===== src/rtl/core_ctrl.sv =====
// Single-kernel-pass instruction sequencer for the systolic core.
// Optional DRAIN stall counter enabled with `define CORE_CTRL_PERF_EN.
module core_ctrl #(
  parameter int row       = 8,
  parameter int col       = 8,
  parameter int len_nij   = 36,
  parameter int act_base  = 0,
  parameter int wgt_base  = 1024,
  parameter int psum_base = 0
) (
  input  logic        clk,
  input  logic        reset,
  input  logic        start,
  input  logic [3:0]  kij,
  input  logic        mode,
  input  logic        valid,
  output logic [34:0] inst,
  output logic        busy,
  output logic        done
`ifdef CORE_CTRL_PERF_EN
  ,
  output logic [15:0] stall_cnt
`endif
);

  localparam logic [34:0] IDLE_INST = 35'h1_800C_0000;

  typedef enum logic [2:0] {
    S_IDLE, S_WFETCH, S_WLOAD, S_WPROP, S_XFETCH, S_EXEC, S_DRAIN, S_DONE
  } state_e;

  state_e      state_q, state_d;
  logic [15:0] cnt_q, cnt_d;
  logic [15:0] drn_q, drn_d;
  logic [3:0]  kij_q, kij_d;
  logic        mode_q, mode_d;
  logic        valid_q;
  logic [34:0] inst_q, inst_d;
  logic        busy_q, busy_d;
  logic        done_q, done_d;
  logic [10:0] wgt_addr, act_addr, psum_addr;

  always_comb begin
    state_d = state_q;
    cnt_d   = cnt_q + 16'd1;
    drn_d   = drn_q;
    kij_d   = kij_q;
    mode_d  = mode_q;
    case (state_q)
      S_IDLE: begin
        cnt_d = '0;
        if (start) begin
          state_d = S_WFETCH;
          kij_d   = kij;
          mode_d  = mode;
          drn_d   = '0;
        end
      end
      S_WFETCH: if (cnt_q == 16'(col - 1)) begin
        state_d = S_WLOAD;
        cnt_d   = '0;
      end
      S_WLOAD: if (cnt_q == 16'(col - 1)) begin
        state_d = S_WPROP;
        cnt_d   = '0;
      end
      S_WPROP: if (cnt_q == 16'(row - 1)) begin
        state_d = S_XFETCH;
        cnt_d   = '0;
      end
      S_XFETCH: if (cnt_q == 16'(len_nij - 1)) begin
        state_d = S_EXEC;
        cnt_d   = '0;
      end
      S_EXEC: if (cnt_q == 16'(len_nij - 1)) begin
        state_d = S_DRAIN;
        cnt_d   = '0;
      end
      S_DRAIN: begin
        cnt_d = '0;
        if (inst_q[6]) drn_d = drn_q + 16'd1;
        if (drn_d == 16'(len_nij)) state_d = S_DONE;
      end
      default: begin
        cnt_d   = '0;
        state_d = S_IDLE;
      end
    endcase
  end

  // Instruction word is built from the next state so it lines up with state_q.
  assign wgt_addr  = 11'(wgt_base) + 11'(kij_d) * 11'(col) + 11'(cnt_d);
  assign act_addr  = 11'(act_base) + 11'(cnt_d);
  assign psum_addr = 11'(psum_base) + 11'(kij_d) * 11'(len_nij) + 11'(drn_d);

  always_comb begin
    inst_d     = IDLE_INST;
    inst_d[34] = mode_d;
    busy_d     = 1'b1;
    done_d     = 1'b0;
    // One-cycle xMem read latency: the L0 write trails each fetch cycle.
    inst_d[2]  = (state_q == S_WFETCH) || (state_q == S_XFETCH);
    case (state_d)
      S_IDLE: begin
        inst_d = IDLE_INST;
        busy_d = 1'b0;
      end
      S_DONE: begin
        inst_d = IDLE_INST;
        busy_d = 1'b0;
        done_d = 1'b1;
      end
      S_WFETCH: begin
        inst_d[19]   = 1'b0;
        inst_d[17:7] = wgt_addr;
      end
      S_WLOAD: begin
        inst_d[3] = 1'b1;
        inst_d[0] = 1'b1;
      end
      S_XFETCH: begin
        inst_d[19]   = 1'b0;
        inst_d[17:7] = act_addr;
      end
      S_EXEC: begin
        inst_d[3] = 1'b1;
        inst_d[1] = 1'b1;
      end
      S_DRAIN: if (valid && (drn_d < 16'(len_nij))) begin
        inst_d[6]     = 1'b1;
        inst_d[32]    = 1'b0;
        inst_d[31]    = 1'b0;
        inst_d[30:20] = psum_addr;
      end
      default: ;
    endcase
  end

  always_ff @(posedge clk or negedge reset) begin
    if (!reset) begin
      state_q <= S_IDLE;
      cnt_q   <= '0;
      drn_q   <= '0;
      kij_q   <= '0;
      mode_q  <= 1'b0;
      valid_q <= 1'b0;
      inst_q  <= IDLE_INST;
      busy_q  <= 1'b0;
      done_q  <= 1'b0;
    end else begin
      state_q <= state_d;
      cnt_q   <= cnt_d;
      drn_q   <= drn_d;
      kij_q   <= kij_d;
      mode_q  <= mode_d;
      valid_q <= valid;
      inst_q  <= inst_d;
      busy_q  <= busy_d;
      done_q  <= done_d;
    end
  end

  assign inst = inst_q;
  assign busy = busy_q;
  assign done = done_q;

`ifdef CORE_CTRL_PERF_EN
  logic [15:0] stall_q, stall_d;

  always_comb begin
    stall_d = stall_q;
    if ((state_q == S_IDLE) && start) stall_d = '0;
    else if ((state_q == S_DRAIN) && !inst_q[6] && (stall_q != 16'hFFFF))
      stall_d = stall_q + 16'd1;
  end

  always_ff @(posedge clk or negedge reset) begin
    if (!reset) stall_q <= '0;
    else        stall_q <= stall_d;
  end

  assign stall_cnt = stall_q;
`else
  // valid_q only documents the drain timing; the registered copy is implied by inst_d.
  logic unused_valid_q;
  assign unused_valid_q = valid_q;
`endif

endmodule


===== config.mk =====
export PLATFORM = sky130hd
export DESIGN_NAME = core_ctrl
export DESIGN_NICKNAME = d
export VERILOG_FILES = /design/src/rtl/core_ctrl.sv
export SDC_FILE = /design/constraint.sdc
export NUM_CORES = 1
export LEC_CHECK = 0
export ABC_AREA = 1
export CORE_ASPECT_RATIO = 0.75
export CORE_UTILIZATION = 53
export DETAILED_ROUTE_END_ITERATION = 6
export GPL_TIMING_DRIVEN = 0
export PLACE_DENSITY = 0.75
export SYNTH_ARGS = -nofsm -noshare
export SYNTH_HDL_FRONTEND = slang
export SYNTH_SLANG_ARGS = --single-unit

===== constraint.sdc =====
create_clock -name clk -period 3.7 [get_ports clk]
set_clock_uncertainty 0.2 [all_clocks]
set_input_delay 0.74 -clock clk [delete_from_list [all_inputs] [get_ports clk]]
set_output_delay 0.74 -clock clk [all_outputs]
set_load 0.01 [all_outputs]

**Word-level counts from Yosys, hierarchy flattened**

Index checks and enable logic that the tools add are counted.

- Register bits: 74
- Input port bits: 9
- Output and inout bits: 37
- Logic and storage cells: 71

- Add/subtract/negate cells: 5
- Multiply operators: 1
- $lt $le $gt $ge: 1
- Eq/ne operators: 15
- Muxes and demuxes: 32
- Reduce and logical (&&, ||, !) cells: 9

Operators by type and width:

| operator | number |
|---|---|
| 2-to-1 mux 16 bit | 5 |
| case mux 16 bit (2 select lines) | 2 |
| adder 16 x 1 -> 16 bit, second input constant | 2 |
| equality test 16 x 6 -> 1 bit, second input constant | 2 |
| 2-to-1 mux 13 bit | 2 |
| case mux 11 bit (2 select lines) | 1 |
| equality test 3 bit, second input constant | 7 |
| 2-to-1 mux 3 bit | 7 |
| case mux 3 bit (7 select lines) | 1 |
| equality test 16 x 3 -> 1 bit, second input constant | 1 |
| < comparator 16 x 6 -> 1 bit, second input constant | 1 |
| adder 10 x 11 -> 11 bit | 1 |
| adder 11 bit | 1 |
| adder 11 x 7 -> 11 bit, first input constant | 1 |
| 2-to-1 mux 1 bit | 11 |
| equality test 3 x 2 -> 1 bit, second input constant | 3 |
| multiplier 4 x 4 -> 8 bit, second input constant | 1 |
| 2-to-1 mux 4 bit | 2 |
| OR reduction 2 bit | 4 |
| equality test 3 x 1 -> 1 bit, second input constant | 2 |
| logical NOT 3 bit | 2 |
| OR reduction 3 bit | 1 |
| 2-to-1 mux 2 bit | 1 |
| logical AND 1 bit | 1 |
| logical OR 1 bit | 1 |

**Longest topological paths before layout**

- Depth after elaboration: 9
- Depth in mapped cells: 20
- Mapped depth without buffers: 19

**Least setup slack after synthesis**

No wires, ideal clock.

- Path kind: input -> register
- Start point: in start
- End point: reg inst_q[30] (netlist: inst[30])
- Setup time: 80 ps
- Arrival time: 3,099 ps
- Required time: 3,420 ps
- Path slack: 321 ps
- Stages on the path: 15
- Path buffers: 0
- Cells stage by stage: nand3_4 -> inv_1 -> or2_2 -> o21ai_0 -> inv_1 -> ha_1 -> ha_1 -> ha_1 -> ha_1 -> a21oi_1 -> o21ai_0 -> a21oi_1 -> xor2_1 -> inv_1 -> nor3_2

- Cells in the longest elaborated chain, start to end: 6
- Elaborated cells on any way between the ends: 13
- Classes of those cells: add/sub (1); mul (1); order compare (1); eq/ne (1); mux (8); reduce/logical (1)

RTL lines:

| what | RTL line | source |
|---|---|---|
| from (decl) | 13 | `input logic start,` |
| 2-to-1 mux 4 bit | 52 | `if (start) begin` |
| 2-to-1 mux 4 bit | 49 | `case (state_q)` |
| net kij_d[3] | 35 | `logic [3:0] kij_q, kij_d;` |
| multiplier 4 x 4 -> 8 bit | 94 | `assign psum_addr = 11'(psum_base) + 11'(kij_d) * 11'(len_nij) + 11'(drn_d);` |
| adder 10 x 11 -> 11 bit | 94 |  |
| 2-to-1 mux 13 bit | 129 | `S_DRAIN: if (valid && (drn_d < 16'(len_nij))) begin` |
| 2-to-1 mux 13 bit | 103 | `case (state_d)` |
| net inst_d[30] | 38 | `logic [34:0] inst_q, inst_d;` |
| to (signal assigned) | 157 | `inst_q <= inst_d;` |
| to (decl) | 38 |  |

The timed path passes the listed nets, and every way through them passes these cells.

**Worst setup path after layout**

- Start point: reg cnt_q[0]
- End point: reg inst_q[16] (netlist: inst[16])

- Cells in the longest elaborated chain, start to end: 5
- Elaborated cells on any way between the ends: 16
- Classes of those cells: add/sub (2); eq/ne (4); mux (10)

RTL lines:

| what | RTL line | source |
|---|---|---|
| from (decl) | 33 | `logic [15:0] cnt_q, cnt_d;` |
| from (signal assigned) | 152 | `cnt_q <= cnt_d;` |
| adder 16 x 1 -> 16 bit, or another cell as far along | 45 | `cnt_d = cnt_q + 16'd1;` |
| 2-to-1 mux 16 bit (on tied branches) | - |  |
| case mux 16 bit (2 select lines) (*) | 49 |  |
| net act_addr[3] | 41 | `logic [10:0] wgt_addr, act_addr, psum_addr;` |
| adder 11 bit (*) | 92 | `assign wgt_addr = 11'(wgt_base) + 11'(kij_d) * 11'(col) + 11'(cnt_d);` |
| case mux 11 bit (2 select lines) (*) | 103 |  |
| net inst_d[16] | 38 |  |

The timed path passes the listed nets; every way through them passes the cells marked *.

==> results.toml <==
[status]
status = "finished, final reports clean"

[setup_path]
startpoint_type = "flop"
cp.required_ns = 3.72
critPathMostFrequentCell = "nand2_1"
slowest_delay_ns = 0.43
setup.worst_path.end_class = "flop"
crit_path_cell_trace = "ha_1 -> buf_2 -> nand3_1 -> nor2_2 -> nand2_1 -> nand2_1 -> o22ai_2 -> inv_2 -> nor2_1 -> ha_1 -> fa_1 -> nand2_1 -> nand2_1 -> a21oi_2 -> nor3_1 -> xor2_1 -> nand4_1 -> nand2_1"
crit_type = "reg2reg"
path_buf_inv = 2
cp_top_family = "simple AND/OR/NAND/NOR gates"
worst_ep_arrival_time_ns = 3.43
slowest_stage = "dfrtp_2"
critPathMaxFanout = 7

[timing]
fmax_mhz = 293
setup_viol = 0
fin_crit_sh = 0.921
period_needed_ns = 3.41
relSlewSlack = 0.401
tightest_slew_ns = 0.899
grt_setup_unrepaired = "no"
finalWorstSetupSlack_ns = 0.293
slew_violations = 0
hold_viol = 0

[final_layout]
nets = 679
insertedDiodeCount = 0
num-fill-cells = 696
mostFrequentLayoutCells = "nand2_1 (141), inv_1 (70), nor2_1 (69), dfrtp_1 (69), clkdlybuf4s50_1 (39)"
synthToLayoutAreaGrowth_pct = 20.5
drive_gt1_frac = 0.157
final_area_um2 = 5520
final_common_cell = "nand2_1"
final_util = 0.680
final_cells = 761

[power]
p_clk_frac = 0.521
switchingPower_uw = 366
power.leakage_uw = 0.00286
power_frac_seq = 0.462
combPwrFrac = 0.017
p_sw_frac = 0.215
p_int_uw = 1340
irDropWorstVdd_uv = 321
powerDensity_nw_per_um2 = 308

[global_route]
grt_usage = 0.275
grt_antenna_before_repair = 0
grt_pass1_vias = 3722
grt_max_degree = 73
grt_pass1_wl_um = 18600
grt_overflow_total = 0

[placed_design]
dpl_cell_area_um2 = 5130
dpl.cell_count = 738
hpwl_um = 8300
place_ws_ns = -0.516
place_congestion = 0.881
io_buffers = 41

[drt]
viasPerCell = 5.39
post-route-drc-count = 0
wl_per_cell_um = 14.8
first_pass_iters = 7
wl_um = 11300
ant_nets = 0
num_vias = 4102
first_iter_violations = 289

[run]
cap_viol_max_count = 0

[worst_hold_path]
holdCritPathClass = "in2async"

[floorplanning]
placementRows = 28
core_area_um2 = 8130
start_util = 0.564
num_io_pins = 46
dieWidth_um = 109
die_area_um2 = 9030
die_y_um = 82.5

[clocking]
clockRootBuffer = "clkbuf_16"
numCtsBuffers = 9
htree_num_levels = 3
ctsHoldBuffers = 0
cts_sinks = 72
cts_tree = "built"
cts.reportedPaths.clkPinSlew_ns = 0.06
clkLatencyLatePin_ns = 0.34
cts.path.max_buffers = 2

[synthesis]
ys_seq_elements = 72
synth.largest_area_cell = "dfrtp_1"
synthTopCellsByArea = "dfrtp_1 (38%), nand2_1 (12%), inv_1 (5.9%)"
synth_cells = 590
synth_edf_count = 0
syn-cell-area_um2 = 4580
ys_seq_area_frac = 0.394
netlist-cell-type-count = 40
synthArstFlopShare = 1.00
synth_top_area_frac = 0.382
synth_flop_cell = "dfrtp_1"
syn_area_per_cell_um2 = 7.77
yosys_warnings = 0
-- layer usage --
metal,GRT usage,up-vias,routed length (µm)
met4,0.0693,0,112
met3,0.0840,11,988
li1,-,2022,-
met2,0.401,160,4690
met1,0.398,1909,5460
met5,0,-,0
-- metrics by stage --
stage / hold WS [ns] / total power (µW) / TNS (ns)
floorplan: 0.244 / 807 / 0
global placement: 0.322 / 833 / -54.76
detailed placement: 0.328 / 832 / -1.37
CTS: 0.345 / 1720 / 0
global route: 0.386 / 1760 / 0
finish: 0.315 / 1700 / 0
-- path summary, 6_finish.rpt --
path,startpoint,end,slack [ns],cells past startpoint
max in group asynchronous,reset,cnt_q[0],2.34,1
min reg2reg,cnt_q[15],cnt_q[15],0.34,2
max reg2reg,cnt_q[0],inst[16],0.29,18
max,cnt_q[0],inst[16],0.29,18
min in group clk,cnt_q[15],cnt_q[15],0.34,2
min,reset,inst[28],0.31,1
-- power by group through the flow --
stage | logic (µW) | clock network [µW] | registers (µW)
after floorplan | 5.23 | 0 | 802
after global placement | 30.8 | 0 | 802
after detailed placement | 30.6 | 0 | 802
after CTS | 30.8 | 901 | 788
after global routing | 33.7 | 936 | 787
final | 29.4 | 887 | 788
-- kinds of logic after synthesis --
logic type | count (synthesis) | share of synthesized area
simple gates | 329 | 0.359
buf+inv | 99 | 0.0928
flops | 72 | 0.394
compound gates | 50 | 0.0614
fa+ha+maj | 19 | 0.0551
xor+xnor | 18 | 0.0344
other cells | 2 | 0.00164
mux | 1 | 0.00218
-- flip-flops by register name, indices dropped and copies added, names as in the netlist --
| signal | cells |
|---|---|
| done | 1 |
| mode_q | 1 |
| kij_q | 4 |
| busy | 1 |
| inst | 30 |
| state_q | 3 |
| drn_q | 16 |
| cnt_q | 16 |
-- repair_timing --
action | CTS | global route
setup endpoints to repair | 5 | 6
gates resized for setup | 3 | 11
cloned | 0 | 0
setup buffers | 2 | 5
pin swaps | 1 | 4
-- layout make-up --
type / count / area [µm²] / area share
Buffer: 17 / 115 / 0.0208
Clock buffer: 10 / 239 / 0.0433
Clock inverter: 6 / 68.8 / 0.0125
Inverter: 82 / 310 / 0.0562
Multi-Input combinational cell: 421 / 2390 / 0.433
Sequential cell: 72 / 1810 / 0.327
Tap cell: 105 / 131 / 0.0238
Timing Repair Buffer: 48 / 463 / 0.0838
-- synthesized netlist by cell type (3+ instances only) --
| library cell | count |
|---|---|
| nor3_2 | 12 |
| nand3_2 | 4 |
| nor3_1 | 6 |
| buf_2 | 8 |
| inv_2 | 9 |
| nand2_2 | 5 |
| nand4_1 | 33 |
| inv_1 | 72 |
| nand2_1 | 142 |
| nand2_4 | 5 |
| o21ai_1 | 5 |
| o211ai_1 | 3 |
| a21oi_1 | 20 |
| buf_6 | 3 |
| nand3_1 | 36 |
| nor2_4 | 4 |
| o21ai_0 | 11 |
| o22ai_1 | 6 |
| xor2_1 | 13 |
| or2_2 | 3 |
| ha_1 | 17 |
| buf_4 | 5 |
| dfrtp_1 | 70 |
| xnor2_1 | 5 |
| nor2_1 | 71 |
(Power assumes the default switching activity.)
